**src/rtl/whack_pkg.sv**
```systemverilog
// Shared definitions for the whack-a-mole design.
// Contents:
//   flash_state_t - LED flasher sequence states (IDLE, ON, OFF)
//   TICK_1MS      - clk cycles per 1 ms tick at 100 MHz
//   FLASH_ON      - default lit time per flash, in ticks
//   FLASH_OFF     - default dark time between flashes, in ticks
package whack_pkg;

    typedef enum logic [1:0] {
        IDLE = 2'd0,
        ON   = 2'd1,
        OFF  = 2'd2
    } flash_state_t;

    localparam int unsigned TICK_1MS  = 100000;
    localparam int unsigned FLASH_ON  = 200;
    localparam int unsigned FLASH_OFF = 200;

endpackage

```
**src/rtl/tick_gen.sv**
```systemverilog
// Prescaler producing a one-cycle tick every CLK_DIV clk cycles.
// Ports:
//   clk   - system clock, rising edge
//   rst_n - synchronous active-low reset
//   clr   - restarts the prescaler at count 0
//   tick  - high for one cycle when the count reaches CLK_DIV-1
module tick_gen #(
    parameter int unsigned CLK_DIV = whack_pkg::TICK_1MS
) (
    input  logic clk,
    input  logic rst_n,
    input  logic clr,
    output logic tick
);

    localparam int unsigned W = (CLK_DIV > 1) ? $clog2(CLK_DIV) : 1;
    localparam logic [W-1:0] LAST = W'(CLK_DIV - 1);

    logic [W-1:0] cnt;

    assign tick = (cnt == LAST);

    always_ff @(posedge clk) begin
        if (!rst_n || clr || tick) begin
            cnt <= '0;
        end else begin
            cnt <= cnt + W'(1);
        end
    end

endmodule

```
**src/rtl/led_flasher.sv**
```systemverilog
// Turns a one-cycle event pulse into a sequence of BLINKS visible flashes.
// Each flash is lit for ON_TICKS ticks, separated by OFF_TICKS dark ticks;
// there is no trailing dark phase after the last flash.
// Ports:
//   clk     - system clock, rising edge
//   rst_n   - synchronous active-low reset
//   trigger - one-cycle start pulse; restarts the sequence when busy
//   cancel  - one-cycle abort pulse; wins over trigger
//   led     - LED drive, active high, registered
//   busy    - high while a sequence is in progress, registered
module led_flasher
    import whack_pkg::*;
#(
    parameter int unsigned CLK_DIV   = TICK_1MS,
    parameter int unsigned ON_TICKS  = FLASH_ON,
    parameter int unsigned OFF_TICKS = FLASH_OFF,
    parameter int unsigned BLINKS    = 3
) (
    input  logic clk,
    input  logic rst_n,
    input  logic trigger,
    input  logic cancel,
    output logic led,
    output logic busy
);

    localparam int unsigned MAXT = (ON_TICKS > OFF_TICKS) ? ON_TICKS : OFF_TICKS;
    localparam int unsigned PW   = $clog2(MAXT + 1);
    localparam int unsigned BW   = (BLINKS > 1) ? $clog2(BLINKS) : 1;

    localparam logic [PW-1:0] ON_LAST    = PW'(ON_TICKS - 1);
    localparam logic [PW-1:0] OFF_LAST   = PW'(OFF_TICKS - 1);
    localparam logic [BW-1:0] BLINK_INIT = BW'(BLINKS - 1);

    flash_state_t  state, state_nxt;
    logic [PW-1:0] phase;
    logic [BW-1:0] blink;
    logic          tick;
    logic          restart;
    logic          clr;
    logic          blink_load;
    logic          blink_dec;

    tick_gen #(
        .CLK_DIV (CLK_DIV)
    ) u_tick_gen (
        .clk   (clk),
        .rst_n (rst_n),
        .clr   (clr),
        .tick  (tick)
    );

    always_comb begin
        state_nxt  = state;
        restart    = 1'b0;
        blink_load = 1'b0;
        blink_dec  = 1'b0;
        if (cancel) begin
            state_nxt = IDLE;
        end else if (trigger) begin
            state_nxt  = ON;
            restart    = 1'b1;
            blink_load = 1'b1;
        end else begin
            case (state)
                ON: begin
                    if (tick && phase == ON_LAST) begin
                        restart   = 1'b1;
                        state_nxt = (blink != '0) ? OFF : IDLE;
                    end
                end
                OFF: begin
                    if (tick && phase == OFF_LAST) begin
                        restart   = 1'b1;
                        state_nxt = ON;
                        blink_dec = 1'b1;
                    end
                end
                default: ;
            endcase
        end
        // Holding the counters clear while idle means a cancel needs no
        // explicit clear: the next entry to ON starts from zero anyway.
        clr = restart || (state == IDLE);
    end

    always_ff @(posedge clk) begin
        if (!rst_n) begin
            state <= IDLE;
            phase <= '0;
            blink <= '0;
            led   <= 1'b0;
            busy  <= 1'b0;
        end else begin
            state <= state_nxt;
            led   <= (state_nxt == ON);
            busy  <= (state_nxt != IDLE);
            if (clr) begin
                phase <= '0;
            end else if (tick) begin
                phase <= phase + PW'(1);
            end
            if (blink_load) begin
                blink <= BLINK_INIT;
            end else if (blink_dec) begin
                blink <= blink - BW'(1);
            end
        end
    end

endmodule

```
**config.mk**
```make
export PLATFORM = sky130hd
export DESIGN_NAME = led_flasher
export DESIGN_NICKNAME = d
export VERILOG_FILES = /design/src/rtl/whack_pkg.sv /design/src/rtl/tick_gen.sv /design/src/rtl/led_flasher.sv
export SDC_FILE = /design/constraint.sdc
export NUM_CORES = 1
export LEC_CHECK = 0
export ABC_CLOCK_PERIOD_IN_PS = 2400
export BUFFER_PORTS_ARGS = -buffer_cell sky130_fd_sc_hd__buf_2
export CORE_MARGIN = 8
export CORE_UTILIZATION = 35
export CTS_CLUSTER_SIZE = 16
export DETAILED_ROUTE_END_ITERATION = 12
export SYNTH_ARGS = -nofsm -noshare
export SYNTH_HDL_FRONTEND = slang
export SYNTH_SLANG_ARGS = --single-unit
export TNS_END_PERCENT = 100
```
**constraint.sdc**
```tcl
create_clock -name clk -period 2.4 [get_ports clk]
set_clock_uncertainty 0.2 [all_clocks]
set_input_delay 0.72 -clock clk [delete_from_list [all_inputs] [get_ports clk]]
set_output_delay 0.72 -clock clk [all_outputs]
set_load 0.005 [all_outputs]
```
-- After elaboration in Yosys (flattened, before gate mapping)
Index checks and enable logic that the tools add are counted.
- RAM bits: 0
- register bits after elaboration: 31
- logic and storage cells: 45
- input port bits: 4
- ROM bits: 0
- memories kept: 0
- latch bits: 0
- bitwise operators: 1
- mux-type cells: 17
- equality and inequality tests: 5
- shift-type cells: 0
- multiply operators: 0
- add/sub/neg operators: 3
- divide/modulo/power cells: 0
- reduce and logical (&&, ||, !) cells: 12
- order comparisons: 0
- operators by type and width (operator ; count):
    $add A17 B1 Y17 const B ; 1
    $eq A17 B17 Y1 const B ; 1
    $mux W2 ; 7
    $mux W1 ; 9
    $add A8 B1 Y8 const B ; 1
    $eq A8 B8 Y1 const B ; 1
    $reduce_bool A2 Y1 ; 3
    $reduce_or A2 Y1 ; 3
    $eq A2 B1 Y1 const B ; 2
    $pmux W2 S2 ; 1
    $logic_or A1 B1 Y1 ; 3
    $eq A2 B2 Y1 const B ; 1
    $logic_not A2 Y1 ; 1
    $sub A2 B1 Y2 const B ; 1
    $logic_and A1 B1 Y1 ; 1
    $logic_not A1 Y1 ; 1
    $not A1 Y1 ; 1

-- Depth between registers and ports, before layout
- word-level depth: 9
- depth in mapped cells: 8
- gate-level depth less buffers: 6

-- Hierarchy
A second synthesis with hierarchy kept.
- cell total of the unflattened synthesis: 166
- area, all modules: 1545.2 um2
- modules (own cells, without submodules) (module ; area an instance (um2) ; seq. area each (um2) ; instances ; cells an instance):
    tick_gen ; 802.0 ; 340.3 ; 1 ; 88
    led_flasher ; 743.2 ; 280.3 ; 1 ; 78

-- Worst setup path before layout
No wires, ideal clock.
- path type: register to register
- start: register phase[0]
- end: register led
- setup time: 0.066 ns
- data required time: 2.134 ns
- path slack: 0.185 ns
- cell stages (with the launch flop): 7
- period minus slack after synthesis: 2.215 ns
- arrival: 1.949 ns
- buffers on the path: 0
- cell sequence: dfxtp_1 > ha_1 > nand4b_1 > or4_4 > or4_4 > a311oi_2 > a21boi_2
- longest elaborated chain between the ends: 7
- elaborated cells on any way between the ends: 8
- those cells by class: eq/ne (2); mux (5); reduce/logical (1)
- ends and longest elaborated chain (item ; RTL line ; RTL):
    from (decl) ; led_flasher.sv:36 ; logic [PW-1:0] phase;
    from (signal assigned) ; led_flasher.sv:101 ; phase <= phase + PW'(1);
    $eq A8 B8 Y1 * ; led_flasher.sv:67, led_flasher.sv:73 ;
    $logic_and A1 B1 Y1 * ; led_flasher.sv:67, led_flasher.sv:73 ;
    $mux W2, on equally long branches ; led_flasher.sv:73, led_flasher.sv:67 ;
    $pmux W2 S2 * ; led_flasher.sv:65 ; case (state)
    $mux W2 * ; led_flasher.sv:60 ; end else if (trigger) begin
    $mux W2 * ; led_flasher.sv:58 ; if (cancel) begin
    $eq A2 B1 Y1 * ; led_flasher.sv:96 ; led <= (state_nxt == ON);
    to (signal assigned) ; led_flasher.sv:96 ;
    to (decl) ; led_flasher.sv:23 ; output logic led,
Every way passes the cells marked *; elsewhere a longest branch is shown, timed or not.
A chain may end at the register's enable or synchronous reset.

-- Worst setup path in the final report
- start: register phase[0]
- end: register blink[1]
- longest elaborated chain between the ends: 7
- ends and longest elaborated chain (item ; RTL line ; RTL):
    $eq A8 B8 Y1 ; led_flasher.sv:73 ; if (tick && phase == OFF_LAST) begin
    $logic_and A1 B1 Y1 ; led_flasher.sv:73 ;
    $mux W1 ; led_flasher.sv:73 ;
    $mux W1 ; led_flasher.sv:65 ;
    $mux W1 ; led_flasher.sv:60 ;
    $mux W1 ; led_flasher.sv:58 ;
    $reduce_bool A2 Y1 (no source line) ; - ;
    to (signal assigned) ; led_flasher.sv:106 ; blink <= blink - BW'(1);
    to (decl) ; led_flasher.sv:37 ; logic [BW-1:0] blink;
Every way passes these cells.

==> run summary <==
Result of the run -> complete, no violations
Area after DPL -> 1610 um2
Leakage power -> 0.557 nW
Placed Cells -> 230
Worst Setup Slack, final -> 0.122 ns
TNS Setup -> 0 ns
Tmin final -> 2.28 ns
Overall power -> 0.957 mW
Unrepaired setup endpoints after global routing -> no
Post-detailed-route count of antenna-violating nets -> 0
Total of max-cap violations -> 0
Crit path capture type -> register
Starting density of the core -> 0.368
Count of endpoints failing setup in the final report -> 0
Biggest cell delay along the critical path -> 0.45 ns
Via count of the first global-routing pass -> 1,067
Number of flops mapped to enable cells by yosys -> 0
DRC errors left -> 0
Synth-to-Final Area Change -> 14.2%
Initial antenna violation count -> 0
Final worst-path cycle share -> 0.949
Share of the synthesized area in the top cell type -> 0.416
Final Instance Area -> 1700 um2
Cell type with the largest total area after synthesis -> sky130_fd_sc_hd__dfxtp_1
Vertical extent of the die -> 81.3 um
WP data arrival -> 2.29 ns
Total half-perimeter wirelength after legalization and detailed placement -> 1.93 mm
Prevailing post-synth register cell -> sky130_fd_sc_hd__dfxtp_1
First-pass GRT wire length -> 4.66 mm
Utilization after layout -> 0.420
Violation count after the first detailed-route iteration -> 69
Maximum clock path buffer count -> 2
Power per Cell Area -> 562 nW/um2
Worst Hold Slack -> 0.267 ns
Worst supply voltage drop on vdd -> 0.000222 V
Count of clock tree sinks -> 31
Mean number of vias per cell -> 4.76
Slew at the pin with the worst max-slew slack -> 0.488 ns
Mean Syn Cell Area -> 8.68 um2
Cell row count -> 23
Core box area -> 4060 um2
Overflow after GRT -> 0
Clock tree from TritonCTS -> yes
Nets@finish -> 197
Max-slew violation total from the final report -> 0
DR WL/cell -> 11.1 um
Ant diodes -> 0
Data required time of the critical path -> 2.41 ns
Synthesized area -> 1490 um2
Critical path fanouts, max -> 4
Cell with the largest stage delay on the worst path -> sky130_fd_sc_hd__or4_4
CP startpoint kind -> register
Share of final-layout standard cells stronger than drive strength 1 -> 0.166
I/O Buffers -> 5
Cell breakdown of the critical path -> ha_2 > nand4b_1 > or4_4 > nor4_1 > buf_4 > mux2_2 > a21oi_1
Cells taking the most area after synthesis -> sky130_fd_sc_hd__dfxtp_1 42%, sky130_fd_sc_hd__nor2_1 7.8%, sky130_fd_sc_hd__xnor2_1 7.6%
Synthesis-stage register bit count -> 31
CTS Hold Buffers Added -> 0
Number of CTS-inserted buffers -> 5
GR Util All Layers -> 0.0914
List of most frequent post-synthesis cells -> 31 x sky130_fd_sc_hd__dfxtp_1, 31 x sky130_fd_sc_hd__nor2_1, 13 x sky130_fd_sc_hd__nand2_1, 13 x sky130_fd_sc_hd__xnor2_1, 12 x sky130_fd_sc_hd__inv_1
Pre-Repair DR Iteration Count -> 4
Number of instances in the synthesized netlist -> 172
Type of the worst setup path -> reg2reg
CTS H-tree lvls -> 2
Number of hold violations in the final report -> 0
Min-delay worst type -> reg2reg
Total Routed Length -> 2.63 mm
Top-Level Pins -> 6
Horizontal extent of the die -> 81.3 um
Number of nets produced by synthesis -> 182
Fill cell count -> 416
Final weighted congestion in routability-driven placement -> 0.770
Number of distinct library cell variants in the gate-level netlist after synthesis -> 36
Setup slack after placement -> 0.0784 ns
Max-Slew Margin vs Limit -> 0.672
Final standard cell count with taps included and fillers excluded -> 237
Via total after detailed routing -> 1,129
Sequential share of the synthesized area -> 0.416
Largest net degree at the start of global routing -> 16
Buffer cell driving the clock tree root -> sky130_fd_sc_hd__clkbuf_8
Maximum clock rate -> 439 MHz
Post-synthesis async set-or-reset flop share -> 0
Insertion delay of the later-clocked pin in the worst-skew pair -> 0.28 ns
Number of warnings issued by yosys -> 0
Clock-pin slew reported for the worst setup and hold paths after clock tree synthesis -> 0.06 ns
Total Die Area -> 6610 um2
[where the power goes]
group,switching (mW),leakage (nW),internal [mW]
Combinational,0.0188,0.260,0.0136
Clock,0.179,0.0470,0.224
Sequential,0.00233,0.250,0.519
Total,0.200,0.557,0.757
[area by class of cell]
type                            instances  area (um2)  share of cell area
Clock buffer                            6        82.6              0.0485
Sequential cell                        31         621               0.364
Multi-Input combinational cell        123         800               0.469
Inverter                               13        48.8              0.0286
Tap cell                               50        62.6              0.0367
Clock inverter                          1        5.00             0.00294
Timing Repair Buffer                   13        85.1              0.0499
[logic make-up after synthesis]
kind of cell	synth area share
buffers and inverters	0.0536
and+or+nand+nor	0.270
xor gates and xnor gates	0.129
DFF	0.416
AOI/OAI and AO/OA	0.0662
muxes	0.0151
adders and majority gates	0.0503
[layout by cell type, fill, tap and decap left out, types with 2 or more instances in the layout]
cell / netlist / layout
sky130_fd_sc_hd__a21oi_1: 3 / 3
sky130_fd_sc_hd__and3_1: 3 / 3
sky130_fd_sc_hd__and4_1: 2 / 2
sky130_fd_sc_hd__buf_2: 1 / 5
sky130_fd_sc_hd__buf_4: 1 / 8
sky130_fd_sc_hd__clkbuf_8: 0 / 6
sky130_fd_sc_hd__dfxtp_1: 31 / 31
sky130_fd_sc_hd__ha_1: 6 / 5
sky130_fd_sc_hd__inv_1: 12 / 12
sky130_fd_sc_hd__mux2_2: 2 / 2
sky130_fd_sc_hd__nand2_1: 13 / 13
sky130_fd_sc_hd__nand3_1: 7 / 7
sky130_fd_sc_hd__nand4_1: 5 / 5
sky130_fd_sc_hd__nor2_1: 31 / 31
sky130_fd_sc_hd__nor3_1: 5 / 4
sky130_fd_sc_hd__nor4_1: 3 / 3
sky130_fd_sc_hd__nor4b_1: 2 / 2
sky130_fd_sc_hd__o21ai_0: 3 / 3
sky130_fd_sc_hd__or3_1: 2 / 2
sky130_fd_sc_hd__or4_4: 2 / 2
sky130_fd_sc_hd__xnor2_1: 13 / 13
sky130_fd_sc_hd__xor2_1: 9 / 9
[per-layer routing]
| layer | part of all wire | global-route usage | wire (um) | up-vias |
|---|---|---|---|---|
| li1 | - | - | - | 606 |
| met1 | 0.51 | 0.110 | 1350 | 507 |
| met2 | 0.43 | 0.134 | 1120 | 11 |
| met3 | 0.045 | 0.0442 | 117 | 5 |
| met4 | 0.014 | 0.0429 | 36 | 0 |
| met5 | 0 | 0 | 0 | - |
[worst max-delay path: cells and delay by family, from the launching register on]
family / cells / cell delay (ns)
AOI/OAI and AO/OA: 1 / 0.13
adders and majority gates: 1 / 0.22
buffers and inverters: 1 / 0.17
DFF: 1 / 0.37
muxes: 1 / 0.32
and+or+nand+nor: 3 / 0.82
[flip-flops by register name, indices dropped and copies added, names as in the netlist]
| register | count |
|---|---|
| blink | 2 |
| busy | 1 |
| led | 1 |
| phase | 8 |
| state | 2 |
| u_tick_gen.cnt | 17 |
[what timing repair did]
item / 4_1_cts / 5_1_grt
resized for setup: 0 / 2
setup buffers: 0 / 0
endpoints found under the setup margin: 0 / 2
hold endpoints to repair: 0 / 0
[worst paths after layout]
kind	from	endpoint	slack, ns	depth (start not counted)
max reg2reg	phase[0]$_SDFFE_PP0N_	blink[1]$_SDFFE_PN0P_	0.12	7
min reg2reg	u_tick_gen.cnt[0]$_SDFF_PP0_	u_tick_gen.cnt[0]$_SDFF_PP0_	0.27	1
max	phase[0]$_SDFFE_PP0N_	blink[1]$_SDFFE_PN0P_	0.12	7
min	u_tick_gen.cnt[0]$_SDFF_PP0_	u_tick_gen.cnt[0]$_SDFF_PP0_	0.27	1
Note: power is estimated with default switching activity, not from simulation.
